## src/rtl/ram64_dma.sv

```systemverilog
// ram64_dma: block FILL / COPY sequencer for a 64x16 RAM port with an optional SUM operation.
// Define CHECKSUM_EN to build the SUM datapath (op 2); without it op 2 completes immediately like op 3.
module ram64_dma (
  input  logic        clk,
  input  logic        rst_n,
  input  logic        start,
  input  logic [1:0]  op,
  input  logic [5:0]  src,
  input  logic [5:0]  dst,
  input  logic [6:0]  len,
  input  logic [15:0] fill_val,
  output logic        busy,
  output logic        done,
  output logic [15:0] sum,
  output logic [5:0]  mem_addr,
  output logic [15:0] mem_in,
  output logic        mem_load,
  input  logic [15:0] mem_out
);
  typedef enum logic [2:0] {
    S_IDLE, S_FILL, S_RD, S_WR, S_SUM, S_DONE
  } state_t;

  state_t      state_q, state_d;
  logic [5:0]  src_q, dst_q;
  logic [6:0]  len_q, idx_q;
  logic [15:0] fill_q, hold_q;
  logic        busy_q, done_q;
  logic        accept, last;

  assign accept = (state_q == S_IDLE) && start;
  assign last   = (idx_q == len_q - 7'd1);
  assign busy   = busy_q;
  assign done   = done_q;

  always_comb begin
    state_d = state_q;
    case (state_q)
      S_IDLE: begin
        if (start) begin
          if (len == 7'd0) state_d = S_DONE;
          else begin
            case (op)
              2'd0:    state_d = S_FILL;
              2'd1:    state_d = S_RD;
`ifdef CHECKSUM_EN
              2'd2:    state_d = S_SUM;
`endif
              default: state_d = S_DONE;
            endcase
          end
        end
      end
      S_FILL: if (last) state_d = S_DONE;
      S_RD:   state_d = S_WR;
      S_WR:   state_d = last ? S_DONE : S_RD;
`ifdef CHECKSUM_EN
      S_SUM:  if (last) state_d = S_DONE;
`endif
      S_DONE: state_d = S_IDLE;
      default: state_d = S_IDLE;
    endcase
  end

  // RAM port is decoded from registered state only, so start never reaches it combinationally.
  always_comb begin
    mem_addr = 6'd0;
    mem_in   = 16'd0;
    mem_load = 1'b0;
    case (state_q)
      S_FILL: begin
        mem_addr = dst_q + idx_q[5:0];
        mem_in   = fill_q;
        mem_load = 1'b1;
      end
      S_RD: mem_addr = src_q + idx_q[5:0];
      S_WR: begin
        mem_addr = dst_q + idx_q[5:0];
        mem_in   = hold_q;
        mem_load = 1'b1;
      end
`ifdef CHECKSUM_EN
      S_SUM: mem_addr = src_q + idx_q[5:0];
`endif
      default: ;
    endcase
  end

  always_ff @(posedge clk or negedge rst_n) begin
    if (!rst_n) begin
      state_q <= S_IDLE;
      busy_q  <= 1'b0;
      done_q  <= 1'b0;
      src_q   <= 6'd0;
      dst_q   <= 6'd0;
      len_q   <= 7'd0;
      fill_q  <= 16'd0;
      idx_q   <= 7'd0;
      hold_q  <= 16'd0;
    end else begin
      state_q <= state_d;
      busy_q  <= (state_d != S_IDLE);
      done_q  <= (state_d == S_DONE);
      if (accept) begin
        src_q  <= src;
        dst_q  <= dst;
        len_q  <= len;
        fill_q <= fill_val;
        idx_q  <= 7'd0;
      end else if (state_q == S_FILL || state_q == S_WR || state_q == S_SUM) begin
        idx_q <= idx_q + 7'd1;
      end
      if (state_q == S_RD) hold_q <= mem_out;
    end
  end

`ifdef CHECKSUM_EN
  logic [15:0] acc_q, sum_q;

  always_ff @(posedge clk or negedge rst_n) begin
    if (!rst_n) begin
      acc_q <= 16'd0;
      sum_q <= 16'd0;
    end else if (accept) begin
      acc_q <= 16'd0;
    end else if (state_q == S_SUM) begin
      acc_q <= acc_q + mem_out;
      if (last) sum_q <= acc_q + mem_out;
    end
  end

  assign sum = sum_q;
`else
  assign sum = 16'd0;
`endif

endmodule

```

## config.mk

```make
export PLATFORM = sky130hd
export DESIGN_NAME = ram64_dma
export DESIGN_NICKNAME = d
export VERILOG_FILES = /design/src/rtl/ram64_dma.sv
export SDC_FILE = /design/constraint.sdc
export NUM_CORES = 1
export LEC_CHECK = 0
export ABC_CLOCK_PERIOD_IN_PS = 3100
export CORE_ASPECT_RATIO = 0.75
export CORE_MARGIN = 1
export CORE_UTILIZATION = 48
export DETAILED_ROUTE_END_ITERATION = 16
export GPL_TIMING_DRIVEN = 1
export PLACE_DENSITY = 0.82
export SLEW_MARGIN = 20
export SYNTH_ARGS = -nofsm -noshare
export SYNTH_HDL_FRONTEND = slang
export SYNTH_SLANG_ARGS = --single-unit
```

## constraint.sdc

```tcl
create_clock -name clk -period 3.1 [get_ports clk]
set_input_delay 0.62 -clock clk [delete_from_list [all_inputs] [get_ports clk]]
set_output_delay 0.62 -clock clk [all_outputs]
set_load 0.02 [all_outputs]
```

==> results of run 1 <==
==> power breakdown <==
part / leakage, nW / switching [mW] / internal, mW / total, mW
Clock: 0.118 / 0.297 / 0.513 / 0.810
Combinational: 1.09 / 1.45 / 1.32 / 2.77
Sequential: 0.756 / 0.272 / 1.22 / 1.50
Total: 1.97 / 2.02 / 3.06 / 5.08
==> flip-flops by register name, summed over array words and instances (netlist names) <==
register,count
state_q,3
src_q,6
fill_q,16
done,1
hold_q,16
idx_q,7
busy,1
len_q,7
dst_q,6
==> how the worst max path moves through the flow <==
stage / endpoint / depth (start not counted)
after floorplan: mem_addr[4] / 14
after global placement: mem_addr[4] / 13
after detailed placement: mem_addr[4] / 13
after CTS: mem_addr[5] / 11
after global routing: mem_addr[4] / 13
final: mem_addr[4] / 13
==> stage by stage <==
step	std cells	setup slack (ns)	utilization (%)	cell area [sq um]
after detailed placement	481	0.0315	62.1	4260
after global routing	496	0.0483	65.4	4490
after global placement	481	0.101	62.1	4260
after floorplan	323	0.168	-	3480
after CTS	496	0.00550	65.3	4490
final	496	0.218	65.4	4490
==> routing by layer <==
metal | GRT usage, % | up-vias | wire length, microns | share of wire (%)
met5 | 0 | - | 0 | 0
met4 | 6.70 | 0 | 59 | 0.82
met3 | 6.41 | 8 | 448 | 6.3
met2 | 33.0 | 81 | 3370 | 47
met1 | 26.8 | 1196 | 3290 | 46
li1 | - | 1188 | - | -
==> repair_timing <==
action / CTS / global route
hold endpoints to repair: 0 / 0
setup endpoints to repair: 5 / 3
gates resized for setup: 9 / 5
hold buffers: 0 / 0
==> kinds of logic after synthesis <==
family          after synthesis  synth area share, %
flops                        63                 46.0
mux                          66                 21.0
other cells                   1                0.109
fa+ha+maj                     8                 3.14
xor+xnor                     17                 4.34
compound gates               30                 5.91
buf+inv                      42                 7.92
simple gates                 81                 11.5
==> critical path, delay by kind of cell (launching register included) <==
kind / cells / cell delay (ns)
adders and majority gates: 2 / 0.50
buffers and inverters: 4 / 0.36
AOI/OAI and AO/OA: 2 / 0.17
and+or+nand+nor: 4 / 0.37
DFF: 1 / 0.38
xor gates and xnor gates: 1 / 0.14
==> area by class of cell <==
class,count,area [sq um]
clock buffer,12,165
inverter,10,40.0
fill,549,2370
tap,98,123
timing repair buffer,92,875
multi-input combinational,218,1650
sequential,63,1580
clock inverter,3,65.1
==> cells in the mapped netlist (all sizes together) <==
master  instances  area [sq um]
conb            1          3.75
nor4            1          6.26
o21a            1          7.51
nand2          26          97.6
a211oi          4          35.0
dfrtp          63          1580
mux2           48           541
inv            10          37.5
nand3b          3          22.5
nor3b           2          26.3
or2             1          6.26
nand3           2          15.0
nor4b           1          8.76
nor3            4          25.0
and4            1          11.3
o21ai           7          38.8
a21oi           8          43.8
a31oi           1          6.26
or3             1          6.26
xnor2           8          70.1
o31ai           1          7.51
mux2i          18           180
o211ai          2          15.0
fa              1          20.0
nand2b          2          20.0
xor2            9          78.8
buf            29           223
o21bai          1          7.51
clkbuf          3          11.3
nor4bb          1          10.0
a22o            2          17.5
o31a            1          8.76
ha              7          87.6
a21o            2          15.0
nand4           2          12.5
nor2           34           128
==> results.tsv, run 1 <==
metric	value	unit
TritonCTS buffer count	9	
number of different library cells in the post-synthesis netlist	48	
synthesis-stage register bit count	63	
antenna diode count	0	
Die X-Extent	99.6	microns
launch point of the worst path	state_q[2]	
clock slew seen by the registers of the worst setup and hold paths	0.07	ns
worst hold slack	0.383	ns
net total in the final layout	458	
H-tree depth reported by CTS	3	
number of warnings printed during yosys synthesis	0	
post-CTS setup repair buffer count	0	
final number of hold-violating endpoints	0	
number of input and output port buffers inserted	80	
leakage power total	1.97	nW
Mean Syn Cell Area	11.1	sq um
worst slew margin relative to its limit	43.4	%
maximum clock insertion buffer count	2	
largest incremental delay on the critical path	0.38	ns
result of the run	finished clean	
capture instance of the worst register-to-register path	fill_q[12]	
Iteration-0 DRC Markers	123	
ratio of routed vias to standard cells	4.99	
ratio of cells with drive above 1 in the final layout	13.8	%
Max-Cap Viols	0	
overall routed net length	7.16	mm
aggregate negative setup slack	0	ns
Post-DP HPWL	5.22	mm
first-pass iteration count of the detailed router	4	
detailed-route DRC error count	0	
routability congestion estimate	0.848	
Power Density	1130	mW/mm^2
data arrival time of the critical path	2.26	ns
Cell Chain, Critical Path	nand2b_4 -> inv_4 -> nand2_1 -> nand2_1 -> ha_1 -> inv_1 -> fa_2 -> inv_1 -> a21o_1 -> a21oi_1 -> xor2_1 -> nor2_1 -> buf_4	
setup repair after global routing missed its margin	false	
Vias	2473	
number of standard-cell rows in the floorplan	26	
endpoint type of the worst setup path	output port	
worst min-delay path category	input port to asynchronous set/reset pin	
buffer cell driving the clock tree root	clkbuf_8	
die boundary height	75.2	microns
core area	0.00686	sq mm
GRT Overall Usage	20.5	%
vias in the first global route	2402	
startpoint type of the worst setup path	flop	
latest clock arrival within the worst-skew pair	0.33	ns
TritonCTS Sinks	63	
total congestion overflow	0	
effective utilization at floorplan	49.9	%
final critical-path share of the clock period	93.0	%
TritonCTS clock tree	built	
total I/O pin count	97	
most common library cell in the layout ignoring fill and taps	clkdlybuf4s50_1	
Max Transition Viols Final	0	
part of the Yosys area used for sequential elements	46.0	%
wire length of the first global-routing pass	11.6	mm
post-route ant nets	0	
final critical path time including I/O delays and setup	2.88	ns
setup-violating endpoint count in the final report	0	
Worst R2R Setup Slack	1.19	ns
final setup skew	0.00648	ns
Highest Clock Rate	347	MHz
netlist area before placement	0.00343	sq mm
most used cells in the layout excluding fill and tap cells	74 x clkdlybuf4s50_1, 63 x dfrtp_1, 36 x mux2_1	
Overall Power	5.08	mW
required time reported for the critical path endpoint	2.48	ns
average wire length per cell after detail routing	14.4	microns
slowest cell on the critical path	dfrtp_1	
Post-Synthesis Cells	308	
classification of the worst setup path	flop to output port	
initial antenna violation count	0	
Max IR drop VDD	802	uV
maximum number of pins on one net before global-route repair	40	
depth of the most critical reg-to-reg path	4	
Area growth, synth to finish	31.1	%
r2r startpoint	state_q[1]	
pin slew with the least headroom to its limit	0.848	ns
area enclosed by the die boundary	0.00749	sq mm
CP Max Fanout	7	
No activity file was read; power rests on OpenSTA's default activity.
==> run 2: changes to the inputs <==
Settings changed: ABC_AREA set to 1, CTS_CLUSTER_SIZE set to 10.
==> run 2 against run 1 <==
  * Clock power is 13% lower
  * Maximum frequency is 3.7% lower
  * Clock skew is 0.0034 ns higher
  * Highest routed layer unchanged
==> results.tsv, run 2 <==
metric	value	unit	change
result of the run	finished clean		unchanged
Highest Clock Rate	334	MHz	was 347 MHz
post-route ant nets	0		unchanged
proportion of register bits with asynchronous set or reset after synthesis	100	%	unchanged
number of input and output port buffers inserted	80		unchanged
H-tree depth reported by CTS	3		unchanged
final critical-path share of the clock period	96.5	%	was 93.0%
first-pass iteration count of the detailed router	5		was 4
xor/xnor share of the synthesized area	0.973	%	was 4.34%
latest clock arrival within the worst-skew pair	0.35	ns	was 0.33 ns
Cell Chain, Critical Path	inv_2 -> nand2_4 -> inv_2 -> nand2_1 -> nand2_1 -> ha_2 -> inv_1 -> fa_2 -> nor2_4 -> o21ai_0 -> a21o_1 -> a21oi_1 -> buf_4		was nand2b_4 -> inv_4 -> nand2_1 -> nand2_1 -> ha_1 -> inv_1 -> fa_2 -> inv_1 -> a21o_1 -> a21oi_1 -> xor2_1 -> nor2_1 -> buf_4
effective utilization at floorplan	50.3	%	was 49.9%
Max IR drop VDD	302	uV	was 802 uV
Post-DP HPWL	6.28	mm	was 5.22 mm
final critical path time including I/O delays and setup	2.99	ns	was 2.88 ns
TritonCTS buffer count	9		unchanged
cells taking the most area after synthesis	dfrtp_1 45%, nand2_1 25%, buf_4 4.3%		was dfrtp_1 46%, mux2_1 12%, mux2i_1 5.3%
vias in the first global route	3202		was 2402
total I/O pin count	97		unchanged
multiplexer area fraction after synthesis	0	%	was 21.0%
Power Density	368	mW/mm^2	was 1130 mW/mm^2
overall routed net length	8.78	mm	was 7.16 mm
routability congestion estimate	0.847		was 0.848
fraction of the mapped netlist area in adder cells	3.10	%	was 3.14%
setup repair after global routing missed its margin	false		unchanged
most repeated cell in the gate-level netlist after synthesis	nand2_1		was dfrtp_1
synthesis-stage register bit count	63		unchanged
worst min-delay path category	input port to asynchronous set/reset pin		unchanged
endpoint type of the worst setup path	output port		unchanged
total congestion overflow	0		unchanged
data arrival time of the critical path	2.37	ns	was 2.26 ns
TritonCTS clock tree	built		unchanged
number of different library cells in the post-synthesis netlist	31		was 48
final-layout fill cell count	629		was 549
Area growth, synth to finish	30.2	%	was 31.1%
crit path buf inv count	4		unchanged
GRT Overall Usage	25.2	%	was 20.5%
pin slew with the least headroom to its limit	0.659	ns	was 0.848 ns
final setup skew	0.00993	ns	was 0.00648 ns
most used flip-flop cell after synthesis	dfrtp_1		unchanged
core area	0.00690	sq mm	was 0.00686 sq mm
Post-synth EDFFs	0		unchanged
buffer cell driving the clock tree root	clkbuf_8		unchanged
area enclosed by the die boundary	0.00758	sq mm	was 0.00749 sq mm
antenna diode count	0		unchanged
most area-hungry cell type in the Yosys netlist	dfrtp_1		unchanged
clock slew seen by the registers of the worst setup and hold paths	0.07	ns	about the same
slowest cell on the critical path	dfrtp_1		unchanged
number of standard-cell rows in the floorplan	26		unchanged
Die X-Extent	100	microns	was 99.6 microns
cts-stage hold buffer count	0		unchanged
Max-Cap Viols	0		unchanged
initial antenna violation count	0		unchanged
registers with the most flip-flops	fill_q (16), hold_q (16)		unchanged
startpoint type of the worst setup path	flop		unchanged
r2r startpoint	state_q[1]		unchanged
launch point of the worst path	state_q[2]		unchanged
TritonCTS Sinks	63		unchanged
worst hold slack	0.290	ns	was 0.383 ns
Mean Syn Cell Area	7.31	sq um	was 11.1 sq um
net total in the final layout	623		was 458
final core utilization	65.5	%	was 65.4%
number of warnings printed during yosys synthesis	0		unchanged
Iteration-0 DRC Markers	243		was 123
most used cells in the layout excluding fill and tap cells	231 x nand2_1, 74 x clkdlybuf4s50_1, 63 x dfrtp_1		was 74 x clkdlybuf4s50_1, 63 x dfrtp_1, 36 x mux2_1
ratio of cells with drive above 1 in the final layout	8.69	%	was 13.8%
die boundary height	75.6	microns	was 75.2 microns
most common library cell in the layout ignoring fill and taps	nand2_1		was clkdlybuf4s50_1
part of the Yosys area used for sequential elements	45.4	%	was 46.0%
Max Transition Viols Final	0		unchanged
area fraction in compound gates after synthesis	4.76	%	was 5.91%
classification of the worst setup path	flop to output port		unchanged
setup-violating endpoint count in the final report	0		unchanged
wire length of the first global-routing pass	14.4	mm	was 11.6 mm
CP Max Fanout	10		was 7
fraction of synthesized cell area taken by the top area cell type	45.4	%	was 46.0%
ratio of routed vias to standard cells	4.95		was 4.99
netlist area before placement	0.00347	sq mm	was 0.00343 sq mm
aggregate negative setup slack	0	ns	unchanged
required time reported for the critical path endpoint	2.48	ns	about the same
maximum clock insertion buffer count	2		unchanged
kind of cell adding the most delay to the critical path	adder cells		unchanged
maximum number of pins on one net before global-route repair	45		was 40
simple-gate share of the synthesized area	36.0	%	was 11.5%
largest incremental delay on the critical path	0.39	ns	was 0.38 ns
Post-Synthesis Cells	475		was 308
detailed-route DRC error count	0		unchanged
final number of hold-violating endpoints	0		unchanged
leakage power total	2.39	nW	was 1.97 nW
average wire length per cell after detail routing	13.3	microns	was 14.4 microns
cell types with the highest counts after synthesis	231 x nand2_1, 63 x dfrtp_1, 31 x inv_1		was 63 x dfrtp_1, 36 x mux2_1, 34 x nor2_1
worst slew margin relative to its limit	55.9	%	was 43.4%
main combinational cell family by area after synthesis	simple AND/OR/NAND/NOR gates		was multiplexers
Vias	3279		was 2473
run 2: changes by cell type after synthesis, sizes merged, moves of 3 or more:
cell | before | now
xnor2 | 8 | 1
mux2 | 48 | 0
nand2 | 26 | 235
nand3 | 2 | 31
a211oi | 4 | 0
xor2 | 9 | 2
clkbuf | 3 | 0
o21ai | 7 | 17
mux2i | 18 | 0
nor2 | 34 | 29
inv | 10 | 37
nand3b | 3 | 0
run 2: cell families (layout without fill, tap and decap cells):
kind of cell / after synthesis / count (layout)
XOR/XNOR: 3 / 3
flip-flops: 63 / 63
AND/OR/NAND/NOR: 304 / 304
buffers and inverters: 66 / 140
other: 1 / 16
adder cells (fa/ha/maj): 8 / 8
AO/OA/AOI/OAI: 30 / 30
run 2: layout make-up:
class / count / area (sq um) / share of cell area, %
clock buffer: 12 / 145 / 3.21
multi-input combinational: 361 / 1640 / 36.3
tap: 98 / 123 / 2.71
clock inverter: 4 / 45.0 / 0.996
inverter: 37 / 141 / 3.13
sequential: 63 / 1580 / 34.9
timing repair buffer: 87 / 850 / 18.8
run 2: through the flow:
stage / instance area (sq um) / instances / worst slack, ns / total power [mW]
after floorplan: 3530 / 490 / 0.0988 / 0.896
after global placement: 4320 / 646 / 0.0819 / 0.973
after detailed placement: 4320 / 646 / -0.0569 / 0.977
after CTS: 4500 / 662 / 0.00530 / 1.68
after global routing: 4520 / 662 / 0.0117 / 1.72
final: 4520 / 662 / 0.108 / 1.67
run 2: report_power, final:
part	switching, mW	internal, mW
clock network	0.315	0.390
logic	0.0542	0.0680
registers	0.00584	0.833
run 2: metal layers:
layer  wire length, microns  track usage (%)  vias up
met2                   4090             41.5      129
met3                    522             6.06       18
met5                      0                0        -
met1                   3970             31.9     1522
li1                       -                -     1610
met4                    194             12.1        0
run 2: path summary, 6_finish.rpt:
path | slack [ns] | endpoint | depth (start not counted)
max in group asynchronous | 2.17 | dst_q[0] | 2
setup reg to reg | 1.26 | state_q[0] | 6
setup / recovery | 0.11 | mem_addr[4] | 13
hold reg to reg | 0.47 | hold_q[3] | 2
min in group clk | 0.47 | hold_q[3] | 2
hold / removal | 0.29 | len_q[3] | 1
run 2: timing repair:
action                     in CTS  in global routing
setup endpoints to repair       4                  4
gates resized for setup        11                  8
buffers inserted                0                  0
==> run 3: changes to the inputs <==
Settings changed: ABC_CLOCK_PERIOD_IN_PS 3100 to 2700, CORE_UTILIZATION 48 to 44, GPL_TIMING_DRIVEN 1 to 0, PLACE_DENSITY 0.82 to 0.79.
Clock period 3.1 ns to 2.7 ns, I/O delays scaled along.
==> run 3 against run 2 <==
  * The flow now finishes with violations (setup timing)
  * Final cell count rose by 6.6%
  * Register-to-register slack got worse by 0.40 ns
  * Combinational power rose by 32%
  * Via count rose by 4.8%
  * Critical path depth fell by 1
  * Die area rose by 8.9%
  * Flip-flop and latch count did not move
  * Global-route usage fell by 1.4 points
==> results.tsv, run 3 (synthesis results as in run 2) <==
metric	value	unit	change
result of the run	finished, violations left		was finished clean
violations in the final reports	setup timing		
cell-internal power	1.49	mW	was 1.29 mW
final standard cell area without fillers	0.00496	sq mm	was 0.00452 sq mm
ratio of cells with drive above 1 in the final layout	18.7	%	was 8.69%
overall routed net length	9.71	mm	was 8.78 mm
smallest setup slack after layout	-0.248	ns	was 0.108 ns
effective utilization at floorplan	46.3	%	was 50.3%
end point of the critical path	mem_addr[3]		was mem_addr[4]
cts-stage hold buffer count	0		unchanged
capture instance of the worst register-to-register path	idx_q[4]		was state_q[0]
setup repair after global routing missed its margin	true		was false
Power Density	387	mW/mm^2	was 368 mW/mm^2
TritonCTS buffer count	9		unchanged
average wire length per cell after detail routing	13.8	microns	was 13.3 microns
part of the total power dissipated in sequential elements	50.2	%	was 50.3%
maximum clock insertion buffer count	2		unchanged
Highest Clock Rate	339	MHz	
routability congestion estimate	0.896		was 0.847
switching share of power	22.5	%	about the same
total congestion overflow	0		unchanged
buffer cell driving the clock tree root	clkbuf_8		unchanged
setup-violating endpoint count in the final report	4		was 0
Die X-Extent	105	microns	was 100 microns
depth of the most critical reg-to-reg path	10		was 6
final setup skew	0.00963	ns	was 0.00993 ns
post-route ant nets	0		unchanged
ratio of routed vias to standard cells	4.87		was 4.95
worst hold slack	0.0977	ns	was 0.290 ns
r2r startpoint	state_q[0]		was state_q[1]
GRT Overall Usage	23.8	%	was 25.2%
classification of the worst setup path	flop to output port		unchanged
number of standard-cell rows in the floorplan	27		was 26
most used cells in the layout excluding fill and tap cells	223 x nand2_1, 65 x clkdlybuf4s50_1, 61 x dfrtp_1		was 231 x nand2_1, 74 x clkdlybuf4s50_1, 63 x dfrtp_1
core area	0.00750	sq mm	was 0.00690 sq mm
proportion of power drawn by the clock network	41.5	%	was 42.3%
maximum number of pins on one net before global-route repair	40		was 45
CP Max Fanout	6		was 10
area enclosed by the die boundary	0.00825	sq mm	was 0.00758 sq mm
vias in the first global route	3281		was 3202
Iteration-0 DRC Markers	239		was 243
detailed-route DRC error count	0		unchanged
TritonCTS Sinks	63		unchanged
wire length of the first global-routing pass	15.3	mm	was 14.4 mm
die boundary height	78.9	microns	was 75.6 microns
portion of total power attributed to combinational logic	8.4	%	was 7.3%
Overall Power	1.92	mW	was 1.67 mW
switching pwr	431	uW	was 375 uW
Max Transition Viols Final	0		unchanged
cell area after placement	0.00449	sq mm	was 0.00432 sq mm
launch point of the worst path	state_q[2]		unchanged
final critical path time including I/O delays and setup	2.95	ns	
net total in the final layout	666		was 623
first-pass iteration count of the detailed router	7		was 5
antenna diode count	0		unchanged
final critical-path share of the clock period	109	%	
leakage power total	2.74	nW	was 2.39 nW
data arrival time of the critical path	2.41	ns	was 2.37 ns
clock slew seen by the registers of the worst setup and hold paths	0.07	ns	about the same
Max IR drop VDD	278	uV	was 302 uV
registers with the most flip-flops	fill_q (16), hold_q (16)		unchanged
Vias	3435		was 3279
number of input and output port buffers inserted	80		unchanged
Area growth, synth to finish	42.9	%	was 30.2%
startpoint type of the worst setup path	flop		unchanged
TritonCTS clock tree	built		unchanged
H-tree depth reported by CTS	3		unchanged
Post-DP HPWL	6.66	mm	was 6.28 mm
Max-Cap Viols	0		unchanged
endpoint type of the worst setup path	output port		unchanged
final number of hold-violating endpoints	0		unchanged
Worst R2R Setup Slack	0.86	ns	was 1.26 ns
most common library cell in the layout ignoring fill and taps	nand2_1		unchanged
initial antenna violation count	0		unchanged
total I/O pin count	97		unchanged
worst min-delay path category	input port to asynchronous set/reset pin		unchanged
final-layout fill cell count	633		was 629
latest clock arrival within the worst-skew pair	0.35	ns	about the same
required time reported for the critical path endpoint	2.16	ns	was 2.48 ns
-- run 3: critical path: stages, from the launching register on --
cell,delay [ns]
dfrtp_2,0.42
inv_4,0.08
nand2_8,0.07
buf_6,0.14
buf_4,0.13
nand2_2,0.05
nand2_2,0.08
ha_4,0.23
a21o_1,0.21
a31oi_2,0.21
xor2_1,0.23
nor2_1,0.07
buf_4,0.16
-- run 3: worst min path at each step --
stage,start,end,slack [ns],cells past startpoint
detailed placement,hold_q[3],hold_q[3],0.46,2
global placement,dst_q[5],dst_q[5],0.46,2
global route,rst_n,hold_q[0],0.11,1
finish,rst_n,done,0.1,1
floorplan,rst_n,busy,0.24,0
CTS,rst_n,done,0.10,1
-- run 3: final cells by class --
cell class              instances  area, sq um  share of cell area [%]
well taps                     101          126                    2.55
repair buffers                103         1000                    20.2
inverters                      37          149                    3.00
flip-flops and latches         63         1580                    31.8
clock buffers                  10          138                    2.78
plain buffers                  27          188                    3.79
multi-input cells             361         1730                    34.9
clock inverters                 4         47.5                   0.959
-- run 3: metal layers --
layer	GRT usage (%)	part of all wire [%]
met1	32.2	43
met2	37.5	46
met3	6.32	8.9
met4	6.86	1.3
met5	0	0
-- run 3: repair_timing --
action / 4_1_cts / 5_1_grt
pin swaps: 15 / 14
setup endpoints to repair: 21 / 20
cloned: 0 / 0
buffers inserted: 14 / 8
resized for setup: 51 / 19
-- run 3: power by group through the flow --
stage          clock (mW)  sequential, mW  combinational [mW]
2_1_floorplan           0           0.979              0.0503
5_1_grt             0.842           0.964               0.173
3_5_place_dp            0           0.980               0.160
3_3_place_gp            0           0.980               0.154
4_1_cts             0.805           0.962               0.161
6_report            0.795           0.963               0.161
-- run 3: metrics by stage --
| stage | std cells | worst slack (ns) | setup TNS (ns) | util, % |
|---|---|---|---|---|
| final | 706 | -0.248 | -0.632 | 66.1 |
| after global routing | 706 | -0.292 | -0.908 | 66.1 |
| after CTS | 700 | -0.225 | -2.28 | 64.8 |
| after detailed placement | 672 | -0.728 | -2.20 | 59.9 |
| after global placement | 671 | -0.914 | -59.24 | 59.6 |
| after floorplan | 490 | 0.0107 | 0 | - |
